### src/rtl/fifo_core_if.sv
// Handshake bundle for fifo_core: write request/data in, read request in,
// read data and status flags out.
interface fifo_core_if #(
  parameter int WIDTH = 8
);
  logic             wr_en;
  logic [WIDTH-1:0] wdata;
  logic             rd_en;
  logic [WIDTH-1:0] rdata;
  logic             full;
  logic             empty;
  logic             error;

  modport master (
    output wr_en, wdata, rd_en,
    input  rdata, full, empty, error
  );

  modport slave (
    input  wr_en, wdata, rd_en,
    output rdata, full, empty, error
  );
endinterface

### src/rtl/fifo_core.sv
// Synchronous single-clock FIFO with wrap-bit pointers, registered read data
// and a one-cycle error pulse for rejected requests.
module fifo_core #(
  parameter int DEPTH     = 16,
  parameter int WIDTH     = 8,
  parameter int PTR_WIDTH = 4
) (
  input  logic        clk,
  input  logic        rst,
  fifo_core_if.slave  bus
);

  logic [WIDTH-1:0]     mem_r [DEPTH];
  logic [PTR_WIDTH:0]   wr_ptr_r;
  logic [PTR_WIDTH:0]   rd_ptr_r;
  logic [WIDTH-1:0]     rdata_r;
  logic                 error_r;

  logic                 empty_s;
  logic                 full_s;
  logic                 wr_accept_s;
  logic                 rd_accept_s;
  logic                 reject_s;

  // Occupancy flags decoded from the registered pointers; MSB is the lap bit.
  always_comb begin
    empty_s = 1'b0;
    full_s  = 1'b0;
    if (wr_ptr_r == rd_ptr_r) begin
      empty_s = 1'b1;
    end else begin
      empty_s = 1'b0;
    end
    if ((wr_ptr_r[PTR_WIDTH] != rd_ptr_r[PTR_WIDTH]) &&
        (wr_ptr_r[PTR_WIDTH-1:0] == rd_ptr_r[PTR_WIDTH-1:0])) begin
      full_s = 1'b1;
    end else begin
      full_s = 1'b0;
    end
  end

  // Request qualification against the current flags; reset blocks everything.
  always_comb begin
    wr_accept_s = 1'b0;
    rd_accept_s = 1'b0;
    reject_s    = 1'b0;
    if (rst) begin
      wr_accept_s = 1'b0;
      rd_accept_s = 1'b0;
      reject_s    = 1'b0;
    end else begin
      wr_accept_s = bus.wr_en & ~full_s;
      rd_accept_s = bus.rd_en & ~empty_s;
      reject_s    = (bus.wr_en & full_s) | (bus.rd_en & empty_s);
    end
  end

  // Storage array; deliberately not reset, stale words are unreachable.
  always_ff @(posedge clk) begin
    if (wr_accept_s) begin
      mem_r[wr_ptr_r[PTR_WIDTH-1:0]] <= bus.wdata;
    end
  end

  // Write pointer advance.
  always_ff @(posedge clk or posedge rst) begin
    if (rst) begin
      wr_ptr_r <= '0;
    end else if (wr_accept_s) begin
      wr_ptr_r <= wr_ptr_r + (PTR_WIDTH+1)'(1);
    end
  end

  // Read pointer advance and registered read data (held when idle).
  always_ff @(posedge clk or posedge rst) begin
    if (rst) begin
      rd_ptr_r <= '0;
      rdata_r  <= '0;
    end else if (rd_accept_s) begin
      rd_ptr_r <= rd_ptr_r + (PTR_WIDTH+1)'(1);
      rdata_r  <= mem_r[rd_ptr_r[PTR_WIDTH-1:0]];
    end
  end

  // Error pulse: high only for the cycle following a rejected request.
  always_ff @(posedge clk or posedge rst) begin
    if (rst) begin
      error_r <= 1'b0;
    end else begin
      error_r <= reject_s;
    end
  end

  assign bus.rdata = rdata_r;
  assign bus.error = error_r;
  assign bus.full  = full_s;
  assign bus.empty = empty_s;

endmodule

### src/flat_wrapper.sv
// flat-port wrapper written by rule: the top's interface ports become plain ports
module fifo_core_flat 
#(
  parameter int DEPTH     = 16,
  parameter int WIDTH     = 8,
  parameter int PTR_WIDTH = 4
)
  (clk, rst, bus_wr_en, bus_wdata, bus_rd_en, bus_rdata, bus_full, bus_empty, bus_error);
  fifo_core_if #(.WIDTH(WIDTH)) bus_i ();
  input  logic clk;
  input  logic rst;
  input wire logic [$bits(bus_i.wr_en)-1:0] bus_wr_en;
  input wire logic [$bits(bus_i.wdata)-1:0] bus_wdata;
  input wire logic [$bits(bus_i.rd_en)-1:0] bus_rd_en;
  output wire logic [$bits(bus_i.rdata)-1:0] bus_rdata;
  output wire logic [$bits(bus_i.full)-1:0] bus_full;
  output wire logic [$bits(bus_i.empty)-1:0] bus_empty;
  output wire logic [$bits(bus_i.error)-1:0] bus_error;
  assign bus_i.wr_en = bus_wr_en;
  assign bus_i.wdata = bus_wdata;
  assign bus_i.rd_en = bus_rd_en;
  assign bus_rdata = bus_i.rdata;
  assign bus_full = bus_i.full;
  assign bus_empty = bus_i.empty;
  assign bus_error = bus_i.error;
  fifo_core #(.DEPTH(DEPTH), .WIDTH(WIDTH), .PTR_WIDTH(PTR_WIDTH)) u_core (.clk(clk), .rst(rst), .bus(bus_i));
endmodule
### config.mk
export PLATFORM = sky130hd
export DESIGN_NAME = fifo_core_flat
export DESIGN_NICKNAME = d
export VERILOG_FILES = /design/src/rtl/fifo_core_if.sv /design/src/rtl/fifo_core.sv /design/src/flat_wrapper.sv
export SDC_FILE = /design/constraint.sdc
export NUM_CORES = 1
export LEC_CHECK = 0
export ABC_AREA = 1
export BUFFER_PORTS_ARGS = -buffer_cell sky130_fd_sc_hd__buf_2
export CORE_MARGIN = 10
export CORE_UTILIZATION = 45
export CTS_CLUSTER_SIZE = 25
export DETAILED_ROUTE_END_ITERATION = 12
export GPL_ROUTABILITY_DRIVEN = 0
export SLEW_MARGIN = 20
export SYNTH_ARGS = -nofsm -noshare
export SYNTH_HDL_FRONTEND = slang
export SYNTH_SLANG_ARGS = --single-unit
### constraint.sdc
create_clock -name clk -period 2.55 [get_ports clk]
set_input_delay 0 -clock clk [delete_from_list [all_inputs] [get_ports clk]]
set_output_delay 0 -clock clk [all_outputs]
set_load 0.1 [all_outputs]
Word-level counts from Yosys, hierarchy flattened --
Memories as Yosys holds them, arrays and structs flattened. A register that Yosys moved wholly into a read port is not among the register bits. Cells that the tools add are included.
Storage, ports and cells: register bits 11, bits in writable memories 128, bits of input ports 12, output and inout port bits 11, logic and storage cells 24, memories 1
Cells by class: add/sub/neg operators 2, equality and inequality tests 3, multiplexer cells 7, bitwise logic cells 7, reductions and logical operators 1
Memories:
- u_core.mem_r | words 16, bits a word 8, read ports 1, clocked after Yosys merged registers in 1, write ports 1, RTL line fifo_core.sv:13 | logic [WIDTH-1:0] mem_r [DEPTH];
Operators with widths (number):
- adder 5 x 1 -> 5 bit (second input constant) | 2
- two-way mux 1 bit | 7
- == test 5 bit | 1
- bitwise AND 1 bit | 4
- == test 4 bit | 1
- inverter 1 bit | 2
- logical AND 1 bit | 1
- inequality test 1 bit | 1
- bitwise OR 1 bit | 1

Depth between registers and ports, before layout --
word-level depth 8, depth in mapped cells 13, gate-level depth less buffers 10

Worst setup path after synthesis --
Ideal clock, no wire load.
path kind reg-to-reg, start point register u_core.rd_ptr_r[1], end point memory u_core.mem_r[10][0], enable pin, library setup time 0.383 ns, data arrival time 1.738 ns, data required time 2.167 ns, path slack 0.428 ns, cell stages (with the launch flop) 10, buffers on the path 2, clock period less this slack 2.122 ns, cells stage by stage dfrtp_1 -> buf_4 -> inv_2 -> nand2_1 -> nand2_1 -> nor2_1 -> nand3b_1 -> nand2_1 -> buf_2 -> nor3_1
Between the ends: cells in the longest elaborated chain, start to end 8
Ends and longest elaborated chain:
- start: declaration | RTL line fifo_core.sv:15 | logic [PTR_WIDTH:0] rd_ptr_r;
- start signal: assignment | RTL line fifo_core.sv:80 | rd_ptr_r <= rd_ptr_r + (PTR_WIDTH+1)'(1);
- == test 4 bit | RTL line fifo_core.sv:35 | (wr_ptr_r[PTR_WIDTH-1:0] == rd_ptr_r[PTR_WIDTH-1:0])) begin
- logical AND 1 bit | RTL line fifo_core.sv:34 | if ((wr_ptr_r[PTR_WIDTH] != rd_ptr_r[PTR_WIDTH]) &&
- two-way mux 1 bit | RTL line fifo_core.sv:34
- inverter 1 bit | RTL line fifo_core.sv:52 | wr_accept_s = bus.wr_en & ~full_s;
- bitwise AND 1 bit | RTL line fifo_core.sv:52
- two-way mux 1 bit | RTL line fifo_core.sv:47 | if (rst) begin
- two-way mux 1 bit | RTL line fifo_core.sv:60 | if (wr_accept_s) begin
- two-way mux 1 bit (not written as such) | RTL line fifo_core.sv:61 | mem_r[wr_ptr_r[PTR_WIDTH-1:0]] <= bus.wdata;
- end: declaration | RTL line fifo_core.sv:13
No other way between the ends.

Final worst setup path --
start point register u_core.wr_ptr_r[1], end point memory u_core.mem_r[7][4], enable pin
Between the ends: cells in the longest elaborated chain, start to end 8
Ends and longest elaborated chain:
- start: declaration | RTL line fifo_core.sv:14 | logic [PTR_WIDTH:0] wr_ptr_r;
- start signal: assignment | RTL line fifo_core.sv:70 | wr_ptr_r <= wr_ptr_r + (PTR_WIDTH+1)'(1);
- == test 4 bit | RTL line fifo_core.sv:35
- logical AND 1 bit | RTL line fifo_core.sv:34
- two-way mux 1 bit | RTL line fifo_core.sv:34
- inverter 1 bit | RTL line fifo_core.sv:52
- bitwise AND 1 bit | RTL line fifo_core.sv:52
- two-way mux 1 bit | RTL line fifo_core.sv:47
- two-way mux 1 bit | RTL line fifo_core.sv:60
- two-way mux 1 bit (not written as such) | RTL line fifo_core.sv:61
Several ways; a longest one is shown, not always the timed one.

==> results by group <==
Outcome
  • Status: completed

Synth
  • Cell taking the most area after synthesis: edfxtp_1
  • Most frequent cells after synthesis: 254 x nand2_1, 133 x inv_1, 128 x edfxtp_1, 84 x nand3_1, 19 x dfrtp_1
  • Top FF cell, synth: edfxtp_1
  • Synth async-reset ratio: 12.9%
  • Avg Synthesized Cell Area: 9.59 sq um
  • Post-synthesis sequential area ratio: 65.1%
  • EDFF count, synth: 128
  • Synthesized Nets: 709
  • Warnings, synthesis: 0
  • Top cell type's share of synthesized area: 57.9%
  • Number of synthesized register bits: 147
  • Area contributors post-synth: edfxtp_1 58%, nand2_1 14%, inv_1 7.5%, dfrtp_1 7.2%, nand3_1 6.3%
  • Number of distinct library cells after synthesis: 22
  • Mapped Area: 6630 sq um
  • Synth Instances: 692
  • Most numerous cell in the Yosys netlist: nand2_1

Worst setup path
  • FF-to-FF Start: u_core.wr_ptr_r[1]$_DFFE_PP0P_
  • R2R Setup Slk: 0.27 ns
  • Required @ worst endpoint: 2.68 ns
  • CP max stage delay: 0.49 ns
  • Crit path launch: u_core.wr_ptr_r[1]$_DFFE_PP0P_
  • CP cell instances: inv_1 -> nand2_1 -> nand2_1 -> nor2_1 -> nand3b_1 -> nand2_1 -> nor3_1 -> buf_4
  • Worst setup EP type: flip-flop
  • RR Endpoint: u_core.mem_r[7][4]$_DFFE_PP_
  • Reg2Reg Depth: 8
  • Slowest stage cell on the critical path: nand2_1
  • Largest fanout on the critical path: 19
  • Worst path arrival time: 2.41 ns
  • Most frequent CP cell: nand2_1
  • Setup crit start kind: flip-flop
  • WS Path Type: flip-flop to flip-flop

Drt
  • Vias/cell: 4.95
  • WL/cell: 17.0 microns
  • DRT antenna net count: 0
  • Initial DRC count: 422
  • Drt pass-1 iters: 5
  • Routed WL: 15800 microns
  • DRC: 0
  • Via Count: 4603

Floorplanning
  • IO Count: 23
  • Cell Rows: 44
  • Initial Util: 45.8%
  • Chip width: 141 microns
  • Core area: 14500 sq um
  • Die Ht: 141 microns
  • Die Footprint: 20000 sq um

STA
  • Setup Skew: 0.00975 ns
  • Final hold slack: 0.0335 ns
  • Setup TNS Final: 0 ns
  • Final slew viol count: 0
  • Unrepaired setup endpoints after global routing: no
  • Fin worst setup slack: 0.270 ns
  • F_max: 0.439 GHz
  • Hold Vio Cnt, Final: 0
  • Worst-margin pin slew: 0.818 ns
  • Final worst path period share: 89.4%
  • Relative slew slack: 45.3%
  • Minimum clock period: 2.28 ns
  • Endpoints failing setup: 0

Min path
  • Hold depth: 1
  • Hold path start: bus_wdata[5]
  • Hold EP: u_core.mem_r[0][5]$_DFFE_PP_
  • Worst Hold Class: input pin to flip-flop

Clock network
  • Clock buffer count from CTS: 17
  • Clk buf depth: 2
  • Number of post-CTS setup repair buffers: 0
  • PostCTS Resize Cnt: 0
  • Clock Sinks: 147
  • Clock tree root buffer cell: clkbuf_16
  • Clock Latency Late Sink: 0.43 ns
  • CTS tree: built
  • Post-CTS Hold Buffers: 3
  • Clock-pin slew on the worst setup and hold paths: 0.06 ns
  • CTS H-tree depth: 4

Power
  • VDD IR max: 0.759 mV
  • Flop pwr share: 33.8%
  • PwrDens: 1130 nW/um^2
  • NetSw: 3330 uW
  • Power share of the combinational group: 34.2%
  • Clk pwr share: 32.0%
  • PnR Total Power: 8790 uW
  • Cell internal pwr: 5450 uW
  • Switching portion of total power: 37.9%
  • Leakage: 0.00359 uW

Final layout
  • Share of cells above drive strength 1: 10.7%
  • Ant diodes: 0
  • Non-Filler Instances: 929
  • P&R area growth vs syn: 16.8%
  • Final net count: 749

Place
  • Post-placement cell count: 894
  • Pre-CTS setup slack: 0.292 ns
  • Dpl hpwl: 10200 microns
  • Port Buffers: 22

GRT
  • All-Layer GR Usage: 16.3%
  • Gr ovfl total: 0
  • Vias in the first global route: 4428
  • Largest net degree at the start of global routing: 68
  • First-pass GRT wire length: 24900 microns
  • Initial antenna violation count: 0

Job
  • Max cap viols: 0
[layout make-up]
class	count	area, sq um
sequential	147	4320
timing repair buffer	49	363
clock inverter	12	228
clock buffer	20	437
inverter	140	526
tap	184	230
multi-input combinational	377	1650
fill	1270	6730
[flip-flops by register name (all words and copies together), names as in the netlist]
register	count
u_core.rd_ptr_r	5
u_core.bus.rdata	8
u_core.wr_ptr_r	5
u_core.mem_r	128
u_core.bus.error	1
[cells by family (layout without fill, tap and decap cells)]
| family | after synthesis | in the layout | share of synthesized area (%) |
|---|---|---|---|
| flops | 147 | 147 | 65.1 |
| xor+xnor | 10 | 10 | 1.32 |
| compound gates | 3 | 3 | 0.245 |
| simple gates | 359 | 359 | 22.3 |
| fa+ha+maj | 5 | 5 | 0.943 |
| buf+inv | 168 | 221 | 10.1 |
[power by group through the flow]
stage,combinational (uW),clock [uW],sequential (uW)
2_1_floorplan,1740,0,3420
3_3_place_gp,2970,0,3000
3_5_place_dp,2970,0,3010
4_1_cts,3000,2850,2960
5_1_grt,3300,2960,2990
6_report,3010,2810,2970
[layout by cell type, fill, tap and decap left out, drive strengths merged]
cell	count
dlygate4sd3	3
o22ai	1
bufinv	6
inv	138
clkinv	8
ha	5
xnor2	5
clkbuf	20
buf	46
nor3	15
o21ai	2
nand3b	1
nand2	255
dfrtp	19
nor2	4
nand3	84
xor2	5
edfxtp	128
[critical path: cells and delay by family, from the launching register on]
family	cells	cell delay [ns]
buf+inv	2	0.36
flops	1	0.44
simple gates	6	1.17
[stage by stage]
stage,area (sq um),utilization (%)
floorplan,6630,-
global placement,7060,48.7
detailed placement,7060,48.7
CTS,7750,53.5
global route,7750,53.5
finish,7750,53.5
[worst max-delay path by stage]
stage,depth (start not counted),slack [ns],end
finish,8,0.27,u_core.mem_r[7][4]$_DFFE_PP_
global route,8,0.08,u_core.mem_r[7][4]$_DFFE_PP_
CTS,8,0.28,u_core.mem_r[7][4]$_DFFE_PP_
detailed placement,8,0.29,u_core.mem_r[7][4]$_DFFE_PP_
global placement,6,0.37,u_core.mem_r[12][3]$_DFFE_PP_
floorplan,9,0.43,u_core.mem_r[10][0]$_DFFE_PP_
[per-layer routing]
metal | vias up | part of all wire (%) | track usage [%]
met4 | 0 | 2.1 | 6.46
met1 | 2178 | 45 | 21.8
met2 | 146 | 46 | 25.2
met3 | 25 | 6.4 | 3.84
li1 | 2254 | - | -
met5 | - | 0 | 0
Power figures use the tool's default switching activity.
